## src/rtl/hier_lane_dispatcher.sv

```systemverilog
// Round-robin fan-out of one valid/ready stream onto NUM_LANES sibling leaf lanes.
// Holds a single registered beat, skips disabled lanes, counts completed transfers.
module hier_lane_dispatcher #(
  parameter int unsigned NUM_LANES = 5,
  parameter int unsigned DATA_W    = 8,
  parameter int unsigned CNT_W     = 16
) (
  input  logic                 clk,
  input  logic                 rst,
  input  logic                 in_valid,
  output logic                 in_ready,
  input  logic [DATA_W-1:0]    in_data,
  input  logic [NUM_LANES-1:0] lane_en,
  output logic                 out_valid,
  output logic [NUM_LANES-1:0] out_lane,
  output logic [DATA_W-1:0]    out_data,
  input  logic [NUM_LANES-1:0] lane_ready,
  output logic [CNT_W-1:0]     beat_cnt
);

  localparam int unsigned PTR_W = $clog2(NUM_LANES);

  logic [PTR_W-1:0] rr_ptr;
  logic [PTR_W-1:0] sel;
  logic [PTR_W-1:0] cand_idx;
  int unsigned      cand;
  logic             found;
  logic             out_fire;
  logic             in_fire;

  assign out_fire = out_valid & (|(out_lane & lane_ready));
  assign in_ready = ~rst & (~out_valid | out_fire) & (lane_en != '0);
  assign in_fire  = in_valid & in_ready;

  // Circular scan from rr_ptr for the first enabled lane.
  always_comb begin
    sel      = rr_ptr;
    found    = 1'b0;
    cand     = 0;
    cand_idx = '0;
    for (int unsigned k = 0; k < NUM_LANES; k++) begin
      cand = 32'(rr_ptr) + k;
      if (cand >= NUM_LANES) begin
        cand = cand - NUM_LANES;
      end
      cand_idx = PTR_W'(cand);
      if (!found && lane_en[cand_idx]) begin
        sel   = cand_idx;
        found = 1'b1;
      end
    end
  end

  always_ff @(posedge clk) begin
    if (rst) begin
      out_valid <= 1'b0;
      out_lane  <= '0;
      out_data  <= '0;
      rr_ptr    <= '0;
      beat_cnt  <= '0;
    end else begin
      if (out_fire) begin
        beat_cnt <= beat_cnt + CNT_W'(1);
      end
      if (in_fire) begin
        out_data  <= in_data;
        out_lane  <= NUM_LANES'(1) << sel;
        out_valid <= 1'b1;
        rr_ptr    <= (sel == PTR_W'(NUM_LANES - 1)) ? '0 : sel + PTR_W'(1);
      end else if (out_fire) begin
        out_valid <= 1'b0;
        out_lane  <= '0;
      end
    end
  end

  // The held destination is one-hot exactly when a beat is present.
  always_ff @(posedge clk) begin
    if (!rst) begin
      assert ($onehot0(out_lane));
      assert ((out_lane != '0) == out_valid);
    end
  end

endmodule

```

## config.mk

```make
export PLATFORM = sky130hd
export DESIGN_NAME = hier_lane_dispatcher
export DESIGN_NICKNAME = d
export VERILOG_FILES = /design/src/rtl/hier_lane_dispatcher.sv
export SDC_FILE = /design/constraint.sdc
export NUM_CORES = 1
export LEC_CHECK = 0
export CORE_ASPECT_RATIO = 0.6
export CORE_MARGIN = 1.5
export CORE_UTILIZATION = 45
export DETAILED_ROUTE_END_ITERATION = 12
export PLACE_DENSITY = 0.72
export SLEW_MARGIN = 20
export SYNTH_ARGS = -nofsm -noshare
export SYNTH_HDL_FRONTEND = slang
export SYNTH_SLANG_ARGS = --single-unit
```

## constraint.sdc

```tcl
create_clock -name clk -period 4.7 [get_ports clk]
set_input_delay 0.47 -clock clk [delete_from_list [all_inputs] [get_ports clk]]
set_output_delay 0.47 -clock clk [all_outputs]
set_load 0.01 [all_outputs]
```

## After elaboration in Yosys (flattened, before gate mapping)

Index checks and enable logic that the tools add are counted.

- Register bits: 33
- Input port bits: 21
- Output and inout bits: 31
- Word-level logic and storage cells: 76

- Add/sub/neg operators: 11
- Magnitude comparators: 10
- Equality and inequality tests: 1
- Shift operators: 1
- Multiplexer cells: 29
- Bitwise gates (word level): 8
- Reduce and logical (&&, ||, !) cells: 11

Operator list:

| operator | number |
|---|---|
| 2-to-1 mux 3 bit | 11 |
| < comparator 3 x 4 -> 1 bit (second input constant) | 5 |
| adder 16 x 1 -> 16 bit (second input constant) | 1 |
| >= comparator 4 x 3 -> 1 bit (second input constant) | 4 |
| binary-select mux 1 bit (select 3 bit) | 5 |
| subtractor 3 bit (second input constant) | 5 |
| 2-to-1 mux 1 bit | 11 |
| 2-to-1 mux 5 bit | 2 |
| adder 3 x 2 -> 4 bit (second input constant) | 2 |
| bitwise AND 5 bit | 1 |
| nonzero test 5 bit | 1 |
| OR reduction 5 bit | 1 |
| left shift 1 x 3 -> 5 bit (first input constant) | 1 |
| adder 3 x 1 -> 4 bit (second input constant) | 1 |
| adder 3 x 3 -> 4 bit (second input constant) | 1 |
| bitwise AND 1 bit | 4 |
| logical AND 1 bit | 4 |
| logical NOT 1 bit | 4 |
| adder 3 x 1 -> 3 bit (second input constant) | 1 |
| == test 3 bit (second input constant) | 1 |
| >= comparator 3 bit (second input constant) | 1 |
| NOT 1 bit | 2 |
| nonzero test 2 bit | 1 |
| bitwise OR 1 bit | 1 |

## Depth between registers and ports, before layout

- Depth in word-level cells: 19
- Mapped depth: 18
- Mapped depth without buffers: 17

## Least setup slack after synthesis

OpenSTA, ideal clock, no wires.

- Path type: register -> register
- Start point: reg rr_ptr[0]
- End point: reg rr_ptr[2]
- Setup time: 0.087 ns
- Arrival time: 4.002 ns
- Data required time: 4.613 ns
- Slack: 0.611 ns
- Cell stages (with the launch flop): 17
- Buffers on the path: 2
- Period minus slack after synthesis: 4.089 ns
- Cell sequence: dfxtp_1 > inv_1 > clkbuf_1 > ha_1 > inv_1 > fa_1 > or2_2 > o21ai_0 > mux2i_1 > a2bb2oi_1 > and4b_1 > buf_4 > a211oi_1 > a211o_1 > ha_1 > ha_1 > o31ai_1

- Longest elaborated chain between the ends: 19
- Elaborated cells on any way between the ends: 49
- Those cells by class: add/sub (10); order compare (5); eq/ne (1); mux (25); reduce/logical (8)

RTL lines:

| element | RTL line | RTL |
|---|---|---|
| start: declaration | 23 | `logic [PTR_W-1:0] rr_ptr;` |
| start signal: assignment | 69 | `rr_ptr <= (sel == PTR_W'(NUM_LANES - 1)) ? '0 : sel + PTR_W'(1);` |
| branches (longest 16 deep; another with adder 3 x 1 -> 4 bit) | n/a |  |
| 2-to-1 mux 3 bit (*) | 47 | `if (!found && lane_en[cand_idx]) begin` |
| adder 3 x 1 -> 3 bit / == test 3 bit (equally long branches) | 69 |  |
| 2-to-1 mux 3 bit (*) | 69 |  |

Every way passes the cells marked *. The select of a mux whose other input is x is not followed.
A chain may end at the register's enable or synchronous reset.

## Worst setup path after layout

- Start point: reg rr_ptr[1]
- End point: reg rr_ptr[2]

Same word-level chain as after synthesis.

==> reports/qor.txt <==
status: finished, final reports clean
P_sw: 0.653 mW
total track usage: 0.239
DR iter-0 viols: 189
root buffer cell: clkbuf_8
Post-DP HPWL: 5030 um
Starting Density: 0.472
count of final setup violators: 0
most frequent cells in the layout: clkdlybuf4s50_1, nand2_1, dfxtp_1
CP Cell Sequence: ha_1 > inv_1 > fa_1 > or2_2 > o21ai_0 > mux2i_1 > a2bb2oi_1 > nand3_1 > and3_1 > o31ai_1 > ha_1 > ha_1 > o31ai_1
Reg clk slew, reported paths: 0.07 ns
Tmin final: 4.25 ns
DR pass1 iterations: 5
Post-Layout Cell Count: 420
Die H: 59.8 um
post_cts resized: 0
post-route ant nets: 0
hold-fix buffer count after cts: 0
DRC viols: 0
worst stage delay on the critical path: 0.46 ns
top_reg_cell synth: dfxtp_1
P_leak: 1.19 nW
combinational share of power: 0.623
clock share of power: 0.146
final hold violations: 0
worst vdd ir: 0.154 mV
pin count of the biggest net entering global routing: 35
clk_skew: 0.00862 ns
wire per inst: 15.8 um
ys async rst share: 0
max cap viols: 0
H-tree levels: 2
PortBufs: 51
final instance area: 0.00305 mm^2
Flop pwr share: 0.232
sequential area share after synthesis: 0.273
Setup Buffers After CTS: 0
CTS sink cnt: 33
Slew Viols, Final: 0
Cell Area, Placed: 0.00296 mm^2
diode count: 0
via count: 2391
Mapped Area: 0.00242 mm^2
core area: 0.00513 mm^2
Warnings, synthesis: 0
Top Layer Used: met4
Syn Area/Cell: 7.82 um^2
Worst Path Required: 4.90 ns
CP most frequent cell: ha_1
Synth cell types: 61
pwr/cell area: 482 mW/mm^2
HP Class: flip-flop to flip-flop
Worst Hold Endpoint: out_data[6]
Layout Nets: 389
commonest non-fill, non-tap cell in the layout: clkdlybuf4s50_1
setup slack, reg-to-reg: 0.45 ns
post-DR vias/cell: 5.69
min-delay src: out_data[6]
Post-Syn Nets: 346
share of cells above drive strength 1: 0.0734
fmax: 235 MHz
RePlAce Congestion: 0.948
wire length on met3: 608 um
CP endpoint kind: flip-flop
Sw Ratio: 0.445
die area: 0.00585 mm^2
first-pass GRT wire length: 10900 um
Setup crit start kind: flip-flop
CP Class: flip-flop to flip-flop
Rel. slew slack: 0.578
R2R depth: 13
slowest CP cell: o21ai_0
Tcrit/Tclk final: 0.905
Post-synth EDFFs: 0
worst r2r src: rr_ptr[1]
Met2 Wirelength: 2640 um
GRT overflow: 0
cells after synthesis: 310
WP data arrival: 4.45 ns
cts bufs inserted: 5
P_int: 0.816 mW
Crit Reg-Reg Endpoint: rr_ptr[2]
Boundary Pins: 52
Final Hold Slack: 0.454 ns
Clock Tree Buf Depth: 2
Die W: 97.7 um
RSZ-0062 raised after global routing: false
number of global-route vias before repair: 2143
Min-Delay Path Depth: 2
Clk Latency, worst-skew pair: 0.29 ns
maximum fanout along the worst path: 7
TNS Setup: 0 ns
measured slew at the worst slew-check pin: 0.633 ns
FP Rows: 20
met1 wire length: 3290 um
initial antenna violation count: 0
dpl cells: 412
P&R area growth vs syn: 25.8%
CTS tree: yes
register bit total from synthesis: 33
final WL: 6630 um
## cell usage after synthesis (2+ instances only)
master     number  area [um^2]
nor2b_1         3         18.8
or2_2           4         25.0
o21a_1          2         15.0
or3_1           3         18.8
xor2_1         12          105
nand3_1        14         70.1
buf_1           2         7.51
ha_1           14          175
and2_1          2         12.5
nor3_1          4         20.0
nand2b_1        3         18.8
nor2_1         26         97.6
o22ai_1         3         18.8
clkbuf_1       13         48.8
a21o_1          4         30.0
o21ai_0         9         45.0
dfxtp_1        33          661
nand4_1         2         12.5
o31ai_1         4         30.0
mux2i_1        11          110
and3_1          6         37.5
a21oi_1        22          110
a211o_1         3         26.3
xnor2_1         9         78.8
a211oi_1        6         45.0
o211ai_1        3         22.5
inv_1          13         48.8
nand2_1        46          173
o2bb2ai_1       2         17.5
## worst max path at each step
stage,start,to,slack [ns],cells past startpoint
after global placement,rr_ptr[2],rr_ptr[2],0.67,12
after global routing,rr_ptr[1],rr_ptr[2],0.12,13
final,rr_ptr[1],rr_ptr[2],0.45,13
after detailed placement,rr_ptr[1],rr_ptr[2],0.56,13
after floorplan,rr_ptr[0],rr_ptr[2],0.61,16
after CTS,rr_ptr[1],rr_ptr[2],0.53,13
## power by group through the flow
| stage | sequential (mW) | clock (mW) | combinational, mW |
|---|---|---|---|
| after detailed placement | 0.347 | 0 | 0.887 |
| after global routing | 0.347 | 0.233 | 1.00 |
| final | 0.340 | 0.214 | 0.915 |
| after global placement | 0.345 | 0 | 0.880 |
| after CTS | 0.341 | 0.219 | 0.892 |
| after floorplan | 0.352 | 0 | 0.645 |
## final cells by class
| class | count | area, um^2 |
|---|---|---|
| Timing Repair Buffer | 55 | 541 |
| Inverter | 13 | 48.8 |
| Tap cell | 66 | 82.6 |
| Multi-Input combinational cell | 245 | 1630 |
| Clock buffer | 5 | 68.8 |
| Fill cell | 449 | 2080 |
| Sequential cell | 33 | 661 |
| Clock inverter | 3 | 17.5 |
## metrics by stage
stage | power [mW] | utilization | worst slack, ns
4_1_cts | 1.45 | 0.594 | 0.533
2_1_floorplan | 0.996 | - | 0.611
5_1_grt | 1.58 | 0.594 | 0.122
3_5_place_dp | 1.23 | 0.577 | 0.559
6_report | 1.47 | 0.594 | 0.446
3_3_place_gp | 1.23 | 0.577 | 0.666
## flip-flops by register name (all words and copies together), names as in the netlist
name       cells
beat_cnt      16
out_valid      1
out_lane       5
rr_ptr         3
out_data       8
## worst max-delay path: cells and delay by family (launching register included)
kind | cells | cell delay, ns
adders and majority gates | 4 | 1.11
muxes | 1 | 0.29
buffers and inverters | 1 | 0.06
AOI/OAI and AO/OA | 4 | 1.43
and+or+nand+nor | 3 | 0.83
DFF | 1 | 0.44
## layer usage
metal / track usage / vias up
li1: - / 1173
met1: 0.354 / 1110
met2: 0.331 / 97
met3: 0.0702 / 11
met4: 0.0673 / 0
met5: 0 / -
## cell families (layout without fill, tap and decap cells)
kind of cell,Yosys count,count (layout),synth area share
adders and majority gates,15,15,0.0805
AOI/OAI and AO/OA,70,70,0.194
and+or+nand+nor,125,125,0.257
DFF,33,33,0.273
muxes,14,14,0.0650
xor gates and xnor gates,21,21,0.0759
buffers and inverters,32,76,0.0552
(Power assumes the default switching activity.)
==> RTL change 1, RTL diff (same settings) <==
Reset style: asynchronous (`rst`), changed in one clocked block.
--- a/src/rtl/hier_lane_dispatcher.sv
+++ b/src/rtl/hier_lane_dispatcher.sv
@@ -51,7 +51,7 @@
     end
   end
 
-  always_ff @(posedge clk) begin
+  always_ff @(posedge clk or posedge rst) begin
     if (rst) begin
       out_valid <= 1'b0;
       out_lane  <= '0;
Formal check against the unedited RTL: differs if rst is asserted again (counterexample within 4 cycles, from zero or initial values and one cycle with rst high); with rst held inactive, the same outputs for 10 cycles.
==> RTL change 1 against the unedited design <==
Area after synthesis increased by 11%. Global-route usage increased by 0.67 points. Final area increased by 9.6%. First-iteration DRC count increased by 55%. Wire length increased by 13%. Worst setup slack got worse by 82 ps. Die area increased by 10%. Via count increased by 9.2%. Core utilization decreased by 0.53 points. Sequential cell count unchanged. Clock skew decreased by 3.8 ps. Final cell count increased by 6.0%. Highest routed layer unchanged.
Power is not compared: it rests on default switching activity, and its combinational part moved more than twofold at a synthesized area within 25%.
==> RTL change 1: results (changes against the unedited design) <==
{| class="wikitable"
! Metric !! Value
|-
| Global-route usage over all layers || 24.6% (+0.67 points)
|-
| GPL Wtd Cong || 0.975 (+2.8%)
|-
| Drt initial violations || 293 (+55%)
|-
| Met3 layer usage reported by global route || 6.71% (-0.31 points)
|-
| Finished Cell Area || 0.00334 mm² (+9.6%)
|-
| Area fraction in compound gates after synthesis || 22.7% (+3.2 points)
|-
| Outcome || completed
|-
| Total met3 wirelength after detailed routing || 715 µm (+18%)
|-
| Crit path largest cell delay || 680 ps (+220 ps)
|-
| Slowest cell on the critical path || a2111oi_0
|-
| Global Route met2 Usage || 32.8% (-0.35 points)
|-
| Sequential share of cell area || 24.7% (+3.0 points)
|-
| Core utilization of the finished layout || 58.9% (-0.53 points)
|-
| Number of cells after detailed placement || 439 (+6.6%)
|-
| Met2 wire len || 2910 µm (+10%)
|-
| Reg2Reg Depth || 15 (+2)
|-
| Ys flop type || dfrtp_1
|-
| Largest fanout of any net on the critical path || 13 (+6)
|-
| Commonest cells in the synthesized netlist || nand2_1 (62), dfrtp_1 (33), nand3_1 (16)
|-
| Routed length on met1 || 3810 µm (+16%)
|-
| Cells after Synth || 318 (+2.6%)
|-
| Number of nets in the final layout || 402 (+3.3%)
|-
| Number of global-route vias before repair || 2422 (+13%)
|-
| Synth unique cells || 68 (+11%)
|-
| FFs w/ async S/R, synth || 100% (+100 points)
|-
| Post-synthesis mux area share || 5.27% (-1.2 points)
|}
==> RTL change 1: cell types whose count changed in the layout (fill, tap and decap cells not counted), moves of 4 or more <==
cell and change:
dfrtp_1 +33, dfxtp_1 -33, nand2b_1 +9, inv_1 -5, nand2_1 +16, mux2i_1 -4
nand4_1 +4, a21oi_1 -11, o31ai_1 -4, o21ai_0 -4, xor2_1 -7, nor2_1 -16
==> RTL change 1: path summary, 6_finish.rpt <==
| kind | from | endpoint | slack (ps) |
|---|---|---|---|
| worst max-delay path | rr_ptr[1] | rr_ptr[2] | 360 |
| worst min-delay path | out_data[4] | out_data[4] | 470 |
| worst max register to register | rr_ptr[1] | rr_ptr[2] | 360 |
| worst min register to register | out_data[4] | out_data[4] | 470 |
| max in group asynchronous | rst | out_data[3] | 3810 |
| min in group asynchronous | rst | out_lane[1] | 590 |
==> RTL change 2, RTL diff (same settings) <==
Made on the original files. The parameter `CNT_W` goes from 16 to 24.
--- a/src/rtl/hier_lane_dispatcher.sv
+++ b/src/rtl/hier_lane_dispatcher.sv
@@ -3,7 +3,7 @@
 module hier_lane_dispatcher #(
   parameter int unsigned NUM_LANES = 5,
   parameter int unsigned DATA_W    = 8,
-  parameter int unsigned CNT_W     = 16
+  parameter int unsigned CNT_W     = 24
 ) (
   input  logic                 clk,
   input  logic                 rst,
Interface: changed (resized beat_cnt); port bits go from 52 to 60. No check against the original RTL was run, so the function may have changed too.
==> RTL change 2 against the unedited design <==
Sequential cell count rose by 8. Synthesized cell count rose by 19%. Clock power rose by 37%. Final area rose by 21%. Power rose by 41%. Worst setup slack improved by 17 ps. Area after synthesis rose by 20%. Wire length rose by 18%.
==> RTL change 2: results (changes against the unedited design) <==
{| class="wikitable"
! Metric !! Value
|-
| Synthesized area per cell || 7.93 µm² (+1.5%)
|-
| Placed wire-length estimate after detailed placement || 5690 µm (+13%)
|-
| Sequential-to-total area share from yosys stat || 28.1% (+0.86 points)
|-
| Area contributors post-synth || dfxtp_1 (28%), nand2_1 (6.0%), ha_1 (6.0%)
|-
| Post-Synth Adder-Cell Area || 6.69% (-1.4 points)
|-
| Standby leakage power || 1.38 nW (+16%)
|-
| Slowest cell on the critical path || mux4_2
|-
| Global-route wire length before repair || 12800 µm (+18%)
|-
| GPL Wtd Cong || 0.954 (+0.60%)
|-
| Crit path largest cell delay || 530 ps (+70 ps)
|-
| Final Skew || 12.5 ps (+3.92 ps)
|-
| Commonest cells in the synthesized netlist || nand2_1 (47), nor2_1 (43), dfxtp_1 (41)
|-
| Vias post-DR || 2894 (+21%)
|-
| Global-route usage over all layers || 23.1% (-0.79 points)
|-
| Number of cells after detailed placement || 499 (+21%)
|-
| Via density per instance || 5.71 (+0.27%)
|-
| Flip-flop count of the largest register after layout || 24 (+8)
|-
| Post-synthesis mux area share || 5.23% (-1.3 points)
|-
| Worst vdd rail ir drop || 0.218 mV (+42%)
|-
| Average wire per cell in the routed design || 15.4 µm (-2.2%)
|-
| Number of global-route vias before repair || 2659 (+24%)
|-
| Total cell area at the placement stage || 0.00358 mm² (+21%)
|-
| Worst-case setup slack after placement || 551 ps (-7.50 ps)
|-
| Measured slew at the worst slew-check pin || 666 ps (+33.0 ps)
|-
| Synth unique cells || 70 (+15%)
|-
| Post-route worst hold slack || 457 ps (+3.48 ps)
|-
| Time the final worst path needs with I/O delays and setup || 4240 ps (-17.4 ps)
|-
| Reg2Reg Depth || 15 (+2)
|-
| Area fraction in compound gates after synthesis || 20.1% (+0.65 points)
|-
| Drt initial violations || 201 (+6.3%)
|-
| Outcome || completed
|-
| Share of layout cells above drive strength 1 || 7.80% (+0.46 points)
|-
| End of the worst hold path || out_data[2]
|-
| Number of nets in the final layout || 458 (+18%)
|-
| Largest registers || beat_cnt (24), out_data (8), out_lane (5)
|-
| Net count after synthesis || 404 (+17%)
|-
| Register-to-register setup slack || 460 ps (+20 ps)
|}
[RTL change 2: changes by cell type after synthesis, sizes merged, moves of 3 or more]
cell and delta:
a22o +3, a21o -3, nor2 +17, a21oi +3, dfxtp +8, and2 +3
nand2b +4, mux2i -8, a31oi +3, mux4 +3, nand3 +14, xor2 +5
[RTL change 2: power breakdown]
part	switching (mW)	internal, mW	total, mW
logic	0.785	0.576	1.36
clock network	0.121	0.173	0.294
registers	0.0410	0.376	0.417
total	0.947	1.13	2.07
[RTL change 2: layout make-up]
cell class / instances / area, µm²
Clock buffer: 7 / 86.3
Clock inverter: 1 / 30.0
Fill cell: 542 / 2490
Inverter: 11 / 41.3
Multi-Input combinational cell: 297 / 1970
Sequential cell: 41 / 821
Tap cell: 84 / 105
Timing Repair Buffer: 66 / 643
[RTL change 2: metal layers]
metal  vias up  part of all wire (%)  track usage, %
met5         -                     0               0
met2       115                    39            31.7
met4         0                  0.73            5.00
li1       1420                     -               -
met1      1344                    51            33.9
met3        15                   9.3            8.53
